## src/rtl/rf_write_arbiter_if.sv

```systemverilog
// Writeback port bundle between the two requesters and the register-file write arbiter.
// Each requester raises VALID with RW/PW and holds all three until a rising edge sees VALID & READY.
interface rf_write_arbiter_if #(
    parameter int CNT_W = 2
);
    logic             ALU_VALID;
    logic [4:0]       ALU_RW;
    logic [31:0]      ALU_PW;
    logic             ALU_READY;
    logic             LD_VALID;
    logic [4:0]       LD_RW;
    logic [31:0]      LD_PW;
    logic             LD_READY;
    logic [31:0]      PW;
    logic [4:0]       RW;
    logic             EN;
    logic             GNT_SRC;
    logic [CNT_W-1:0] ALU_WAIT;

    // Requester / register-file side.
    modport master (
        output ALU_VALID, ALU_RW, ALU_PW, LD_VALID, LD_RW, LD_PW,
        input  ALU_READY, LD_READY, PW, RW, EN, GNT_SRC, ALU_WAIT
    );

    // Arbiter side.
    modport slave (
        input  ALU_VALID, ALU_RW, ALU_PW, LD_VALID, LD_RW, LD_PW,
        output ALU_READY, LD_READY, PW, RW, EN, GNT_SRC, ALU_WAIT
    );
endinterface

```

## src/rtl/rf_write_arbiter.sv

```systemverilog
// Load-priority arbiter for the single register-file write port, with an ALU starvation limit.
// The winning write is registered and presented to the register file one cycle after acceptance.
module rf_write_arbiter #(
    parameter int MAX_WAIT = 3,
    parameter int CNT_W    = 2
) (
    input  logic              CLK,
    input  logic              RST,
    rf_write_arbiter_if.slave bus
);
    localparam logic [CNT_W-1:0] WAIT_LIMIT = CNT_W'(MAX_WAIT);

    logic             alu_ready;
    logic             ld_ready;
    logic             force_alu;
    logic [CNT_W-1:0] alu_wait;
    logic [31:0]      pw_q;
    logic [4:0]       rw_q;
    logic             en_q;
    logic             gnt_src_q;

    assign force_alu = bus.ALU_VALID && (alu_wait == WAIT_LIMIT);

    // Grant is purely combinational; nothing is accepted while reset is held.
    always_comb begin
        alu_ready = 1'b0;
        ld_ready  = 1'b0;
        if (!RST) begin
            if (force_alu) begin
                alu_ready = 1'b1;
            end else if (bus.LD_VALID) begin
                ld_ready = 1'b1;
            end else if (bus.ALU_VALID) begin
                alu_ready = 1'b1;
            end
        end
    end

    always_ff @(posedge CLK) begin
        if (RST) begin
            alu_wait <= '0;
        end else if (bus.ALU_VALID && !alu_ready) begin
            if (alu_wait != WAIT_LIMIT) begin
                alu_wait <= alu_wait + 1'b1;
            end
        end else begin
            alu_wait <= '0;
        end
    end

    // R0 writes still move PW/RW/GNT_SRC but never raise EN.
    always_ff @(posedge CLK) begin
        if (RST) begin
            pw_q      <= '0;
            rw_q      <= '0;
            en_q      <= 1'b0;
            gnt_src_q <= 1'b0;
        end else if (ld_ready) begin
            pw_q      <= bus.LD_PW;
            rw_q      <= bus.LD_RW;
            en_q      <= (bus.LD_RW != 5'd0);
            gnt_src_q <= 1'b1;
        end else if (alu_ready) begin
            pw_q      <= bus.ALU_PW;
            rw_q      <= bus.ALU_RW;
            en_q      <= (bus.ALU_RW != 5'd0);
            gnt_src_q <= 1'b0;
        end else begin
            en_q      <= 1'b0;
        end
    end

    assign bus.ALU_READY = alu_ready;
    assign bus.LD_READY  = ld_ready;
    assign bus.ALU_WAIT  = alu_wait;
    assign bus.PW        = pw_q;
    assign bus.RW        = rw_q;
    assign bus.EN        = en_q;
    assign bus.GNT_SRC   = gnt_src_q;
endmodule

```

## src/flat_wrapper.sv

```systemverilog
// flat-port wrapper written by rule: the top's interface ports become plain ports
module rf_write_arbiter_flat 
#(
    parameter int MAX_WAIT = 3,
    parameter int CNT_W    = 2
)
  (CLK, RST, bus_ALU_VALID, bus_ALU_RW, bus_ALU_PW, bus_LD_VALID, bus_LD_RW, bus_LD_PW, bus_ALU_READY, bus_LD_READY, bus_PW, bus_RW, bus_EN, bus_GNT_SRC, bus_ALU_WAIT);
  rf_write_arbiter_if #(.CNT_W(CNT_W)) bus_i ();
  input  logic CLK;
  input  logic RST;
  input wire logic [$bits(bus_i.ALU_VALID)-1:0] bus_ALU_VALID;
  input wire logic [$bits(bus_i.ALU_RW)-1:0] bus_ALU_RW;
  input wire logic [$bits(bus_i.ALU_PW)-1:0] bus_ALU_PW;
  input wire logic [$bits(bus_i.LD_VALID)-1:0] bus_LD_VALID;
  input wire logic [$bits(bus_i.LD_RW)-1:0] bus_LD_RW;
  input wire logic [$bits(bus_i.LD_PW)-1:0] bus_LD_PW;
  output wire logic [$bits(bus_i.ALU_READY)-1:0] bus_ALU_READY;
  output wire logic [$bits(bus_i.LD_READY)-1:0] bus_LD_READY;
  output wire logic [$bits(bus_i.PW)-1:0] bus_PW;
  output wire logic [$bits(bus_i.RW)-1:0] bus_RW;
  output wire logic [$bits(bus_i.EN)-1:0] bus_EN;
  output wire logic [$bits(bus_i.GNT_SRC)-1:0] bus_GNT_SRC;
  output wire logic [$bits(bus_i.ALU_WAIT)-1:0] bus_ALU_WAIT;
  assign bus_i.ALU_VALID = bus_ALU_VALID;
  assign bus_i.ALU_RW = bus_ALU_RW;
  assign bus_i.ALU_PW = bus_ALU_PW;
  assign bus_i.LD_VALID = bus_LD_VALID;
  assign bus_i.LD_RW = bus_LD_RW;
  assign bus_i.LD_PW = bus_LD_PW;
  assign bus_ALU_READY = bus_i.ALU_READY;
  assign bus_LD_READY = bus_i.LD_READY;
  assign bus_PW = bus_i.PW;
  assign bus_RW = bus_i.RW;
  assign bus_EN = bus_i.EN;
  assign bus_GNT_SRC = bus_i.GNT_SRC;
  assign bus_ALU_WAIT = bus_i.ALU_WAIT;
  rf_write_arbiter #(.MAX_WAIT(MAX_WAIT), .CNT_W(CNT_W)) u_core (.CLK(CLK), .RST(RST), .bus(bus_i));
endmodule
```

## config.mk

```make
export PLATFORM = sky130hd
export DESIGN_NAME = rf_write_arbiter_flat
export DESIGN_NICKNAME = d
export VERILOG_FILES = /design/src/rtl/rf_write_arbiter_if.sv /design/src/rtl/rf_write_arbiter.sv /design/src/flat_wrapper.sv
export SDC_FILE = /design/constraint.sdc
export NUM_CORES = 1
export LEC_CHECK = 0
export ABC_AREA = 1
export CORE_MARGIN = 8
export CORE_UTILIZATION = 39
export DETAILED_ROUTE_END_ITERATION = 6
export PLACE_DENSITY = 0.81
export SLEW_MARGIN = 20
export SYNTH_ARGS = -nofsm -noshare
export SYNTH_HDL_FRONTEND = slang
export SYNTH_SLANG_ARGS = --single-unit
```

## constraint.sdc

```tcl
create_clock -name CLK -period 1.7 [get_ports CLK]
set_input_delay 0.255 -clock CLK [delete_from_list [all_inputs] [get_ports CLK]]
set_output_delay 0.255 -clock CLK [all_outputs]
set_load 0.02 [all_outputs]
```

### Word-level counts from Yosys, hierarchy flattened

Cells that the tools add are included.

* register bits: 41
* input port bits: 78
* output and inout port bits: 43
* word-level logic and storage cells: 31

* add/subtract/negate cells: 1
* eq/ne operators: 2
* mux-type cells: 15
* bitwise gates (word level): 1
* reductions and logical operators: 7

Operator list (number)
* $mux W32: 2
* $mux W1: 11
* $mux W5: 2
* $reduce_bool A5 Y1: 2
* $add A2 B1 Y2 const B: 1
* $eq A2 B2 Y1 const B: 1
* $logic_and A1 B1 Y1: 2
* $ne A2 B2 Y1 const B: 1
* $reduce_bool A2 Y1: 1
* $reduce_or A2 Y1: 1
* $logic_not A1 Y1: 1
* $not A1 Y1: 1

### Logic depth before layout (Yosys ltp)

Gate-level depths: netlist of the first run.

* depth in word-level cells: 8
* gate-level depth with buffers: 9
* gate-level depth less buffers: 7

### Worst setup path before layout of the first run

No wires, ideal clock.

* kind: reg2out
* start point: register u_core.alu_wait[1], in the netlist u_core.bus.ALU_WAIT[1]
* end point: output port bus_LD_READY
* arrival: 1.223 ns
* data required time: 1.445 ns
* path slack: 0.222 ns
* stages on the path, launching flop included: 7
* path buffers: 2
* path through: dfxtp_1 ha_1 nand2_1 nand3_1 buf_2 buf_4 inv_2

* cells in the longest elaborated chain, start to end: 4

RTL lines
* start, declared: RTL line rf_write_arbiter.sv:16 `logic [CNT_W-1:0] alu_wait;`
* start signal, assigned: RTL line rf_write_arbiter.sv:44 `alu_wait <= alu_wait + 1'b1;`
* $eq A2 B2 Y1: RTL line rf_write_arbiter.sv:22 `assign force_alu = bus.ALU_VALID && (alu_wait == WAIT_LIMIT);`
* $logic_and A1 B1 Y1: RTL line rf_write_arbiter.sv:22
* $mux W1: RTL line rf_write_arbiter.sv:29 `if (force_alu) begin`
* $mux W1: RTL line rf_write_arbiter.sv:28 `if (!RST) begin`
* end, declared: RTL line flat_wrapper.sv:18 `output wire logic [$bits(bus_i.LD_READY)-1:0] bus_LD_READY;`

Every way passes these cells.

### Worst setup path after layout of the first run

* start point: register u_core.alu_wait[0], in the netlist u_core.bus.ALU_WAIT[0]
* end point: output port bus_ALU_WAIT[0]

RTL lines
* end, declared: RTL line flat_wrapper.sv:23 `output wire logic [$bits(bus_i.ALU_WAIT)-1:0] bus_ALU_WAIT;`

No word-level cell between the ends.

==> results_dict.tcl, run 1 <==
set metrics [dict create \
    final.setup_skew_ns 0.005180 \
    cts_htree_levels 2 \
    syn_inst 354 \
    tightest_slew_ns 0.4156 \
    rsz0062_at_grt "false" \
    cp.arrival_ns 1.36 \
    cts_buffer_depth 2 \
    synthesis.area_mm2 0.002190 \
    setup_viol_count_final 0 \
    grt_max_degree 40 \
    path_cells "buf_4 -> clkdlybuf4s50_1" \
    antenna_found_initial 0 \
    clkLatencyLatePin_ns 0.29 \
    hold_viol_final 0 \
    synth_compound_area_share_pct 0.9143 \
    worst_slack_ns 0.08948 \
    drc_errors 0 \
    p_switching_uw 744.9 \
    die_h_um 90.93 \
    synth_xor_area_share_pct 0 \
    synth_area_per_cell_um2 6.185 \
    slowest_delay_ns 0.61 \
    powerDensity_mw_per_mm2 711.0 \
    dp_slack_ns -0.3041 \
    synth_top_cell_by_area "dfxtp_1" \
    worst-endpoint-required_ns 1.44 \
    wirelength_um 7299 \
    hold_depth 2 \
    num_vias 2602 \
    finalPower_uw 2536 \
    root_buffer "clkbuf_8" \
    drt_first_iter_violations 109 \
    coreArea_mm2 0.005473 \
    n_antenna_cell 0 \
    hold_class "register to register" \
    synth-adder-area-share_pct 0.5714 \
    floorplan.initialDensity_pct 40.01 \
    tritoncts "done" \
    yosys.area_share.simple_pct 47.71 \
    reg2reg_depth 8 \
    fp-row-count 27 \
    p_sw_share_pct 29.38 \
    gr-usage-all-layers_pct 17.18 \
    gp_congestion 0.7534 \
    yosys_warnings 0 \
    synth.top_cell.area_share_pct 37.49 \
    ant_nets 0 \
    vdd_drop_max_mv 0.3280 \
    synth-seq-area-share_pct 37.49 \
    start_kind "register" \
    min_period_ns 1.611 \
    status "finished clean" \
    grt_pass1_wl_um 12010 \
    synth_top_family_by_area "simple AND/OR/NAND/NOR gates" \
    place.port_buffers 120 \
    drv_slew 0 \
    crit_type "register to output pin" \
    cpMaxStageDelayCell "clkdlybuf4s50_1" \
    fmax_mhz 620.9 \
    crit_fanout 2 \
    io_pins 121 \
    fin_nets 546 \
    combPwrFrac_pct 32.4 \
    detail_route.vias_per_cell 4.827 \
    syn_nets 433 \
    cts.sinks 41 \
    p_seq_share_pct 42.8 \
    hpwl_um 5407 \
    first_pass_iters 4 \
    fin_crit_sh_pct 94.74 \
    grt_pass1_vias 2588 \
    die_area_mm2 0.008268 \
    clockPowerShare_pct 24.9 \
    drive_above_1_share_pct 5.567 \
    yosysUniqueCellTypes 15 \
    clk_pin_slew_ns 0.07 \
    ys_ff_latch 41 \
    overflow 0 \
    routedWlPerCell_um 13.54 \
    cap_viol_max_count 0 \
    cts_buffers 5 \
    synth_area_leaders "dfxtp_1 (37%), nand2_1 (15%), nor2_1 (13%)" \
    synthMuxAreaShare_pct 0 \
    areaGrowthSynthToFinish_pct 62.86 \
    setup_tns_ns 0 \
    p_int_uw 1791 \
    die_x_um 90.93 \
    end_kind "output pin" \
    cts_setup_buffers 0 \
    leakage_uw 0.001721 \
    holdBufCountCts 0 \
    max_slew_margin_pct 72.29 \
]
[synth_stat cells]
library cell and count:
a21oi_1 2, ha_1 1, buf_4 4, o21ai_1 1, clkbuf_1 7, nand3_1 38, dfxtp_1 41, inv_1 38
o21ai_0 1, nor2_1 78, nor3_1 1, buf_2 17, nand4_1 38, nand2_1 85, inv_2 2
[cell type report]
type                    count  area, µm²
repair buffers            134       1335
fillers                   527       1907
well taps                  72      90.09
flip-flops and latches     41      820.8
clock buffers               7      86.33
multi-input cells         245       1084
inverters                  40      150.1
[cells in the final DEF (no fill, tap or decap), types with 2 or more instances in the layout]
master,count
buf_6,2
buf_4,10
dfxtp_1,41
nor2_1,78
nand3_1,38
inv_1,38
nand4_1,38
nand2_1,84
clkbuf_8,6
clkdlybuf4s50_1,118
buf_12,2
inv_2,2
[power by group through the flow]
stage	logic, µW	clock network, µW	registers, µW
final	820	631	1080
after detailed placement	822	0	1110
after global placement	809	0	1100
after global routing	896	689	1100
after CTS	825	652	1090
after floorplan	297	0	1210
[worst paths after layout]
path	from	end	slack, ns
worst min-delay path	u_core.bus.GNT_SRC$_SDFFE_PP0P_	u_core.bus.GNT_SRC$_SDFFE_PP0P_	0.49
worst min register to register	u_core.bus.GNT_SRC$_SDFFE_PP0P_	u_core.bus.GNT_SRC$_SDFFE_PP0P_	0.49
worst max register to register	u_core.bus.ALU_WAIT[0]$_SDFFE_PP0P_	u_core.bus.PW[21]$_SDFFE_PP0P_	0.22
worst max-delay path	u_core.bus.ALU_WAIT[0]$_SDFFE_PP0P_	bus_ALU_WAIT[0]	0.09
[cells by family after synthesis]
family,Yosys count
AOI/OAI and AO/OA,4
buffers and inverters,68
and+or+nand+nor,240
adders and majority gates,1
DFF,41
[routing by layer]
metal  share of wire (%)  global-route usage [%]
met4                 1.5                   6.276
met2                  48                   29.87
met1                  42                   18.95
met3                 8.5                   5.844
met5                   0                       0
[worst max-delay path: cells and delay by family, from the launching register on]
| family | cells | cell delay [ns] |
|---|---|---|
| buf+inv | 2 | 0.72 |
| flops | 1 | 0.34 |
[through the flow]
step	instances	instance area [µm²]	utilization, %	hold slack, ns
finish	539	3566	65.16	0.4942
global placement	532	3472	63.44	0.4750
CTS	539	3560	65.04	0.5047
global route	539	3566	65.16	0.5458
detailed placement	532	3472	63.44	0.4888
floorplan	354	2190	-	0.3788
[sequential cells by signal (all words and copies together) (netlist names)]
signal	flops
u_core.bus.RW	5
u_core.bus.PW	32
u_core.bus.GNT_SRC	1
u_core.bus.EN	1
u_core.bus.ALU_WAIT	2
[timing repair]
| item | 4_1_cts | 5_1_grt |
|---|---|---|
| cloned | 0 | 0 |
| resized for setup | 5 | 4 |
| pin swaps | 0 | 0 |
| endpoints found under the setup margin | 2 | 3 |
No activity file was read; power rests on OpenSTA's default activity.
==> run 2, diff against run 1 <==
--- a/config.mk
+++ b/config.mk
@@ -9,6 +9,7 @@
 export CORE_MARGIN = 8
 export CORE_UTILIZATION = 39
 export DETAILED_ROUTE_END_ITERATION = 6
+export HOLD_SLACK_MARGIN = 0.03
 export PLACE_DENSITY = 0.81
 export SLEW_MARGIN = 20
 export SYNTH_ARGS = -nofsm -noshare
==> results of run 2 <==
The final DEF is identical to that of run 1; final timing and power are the same.
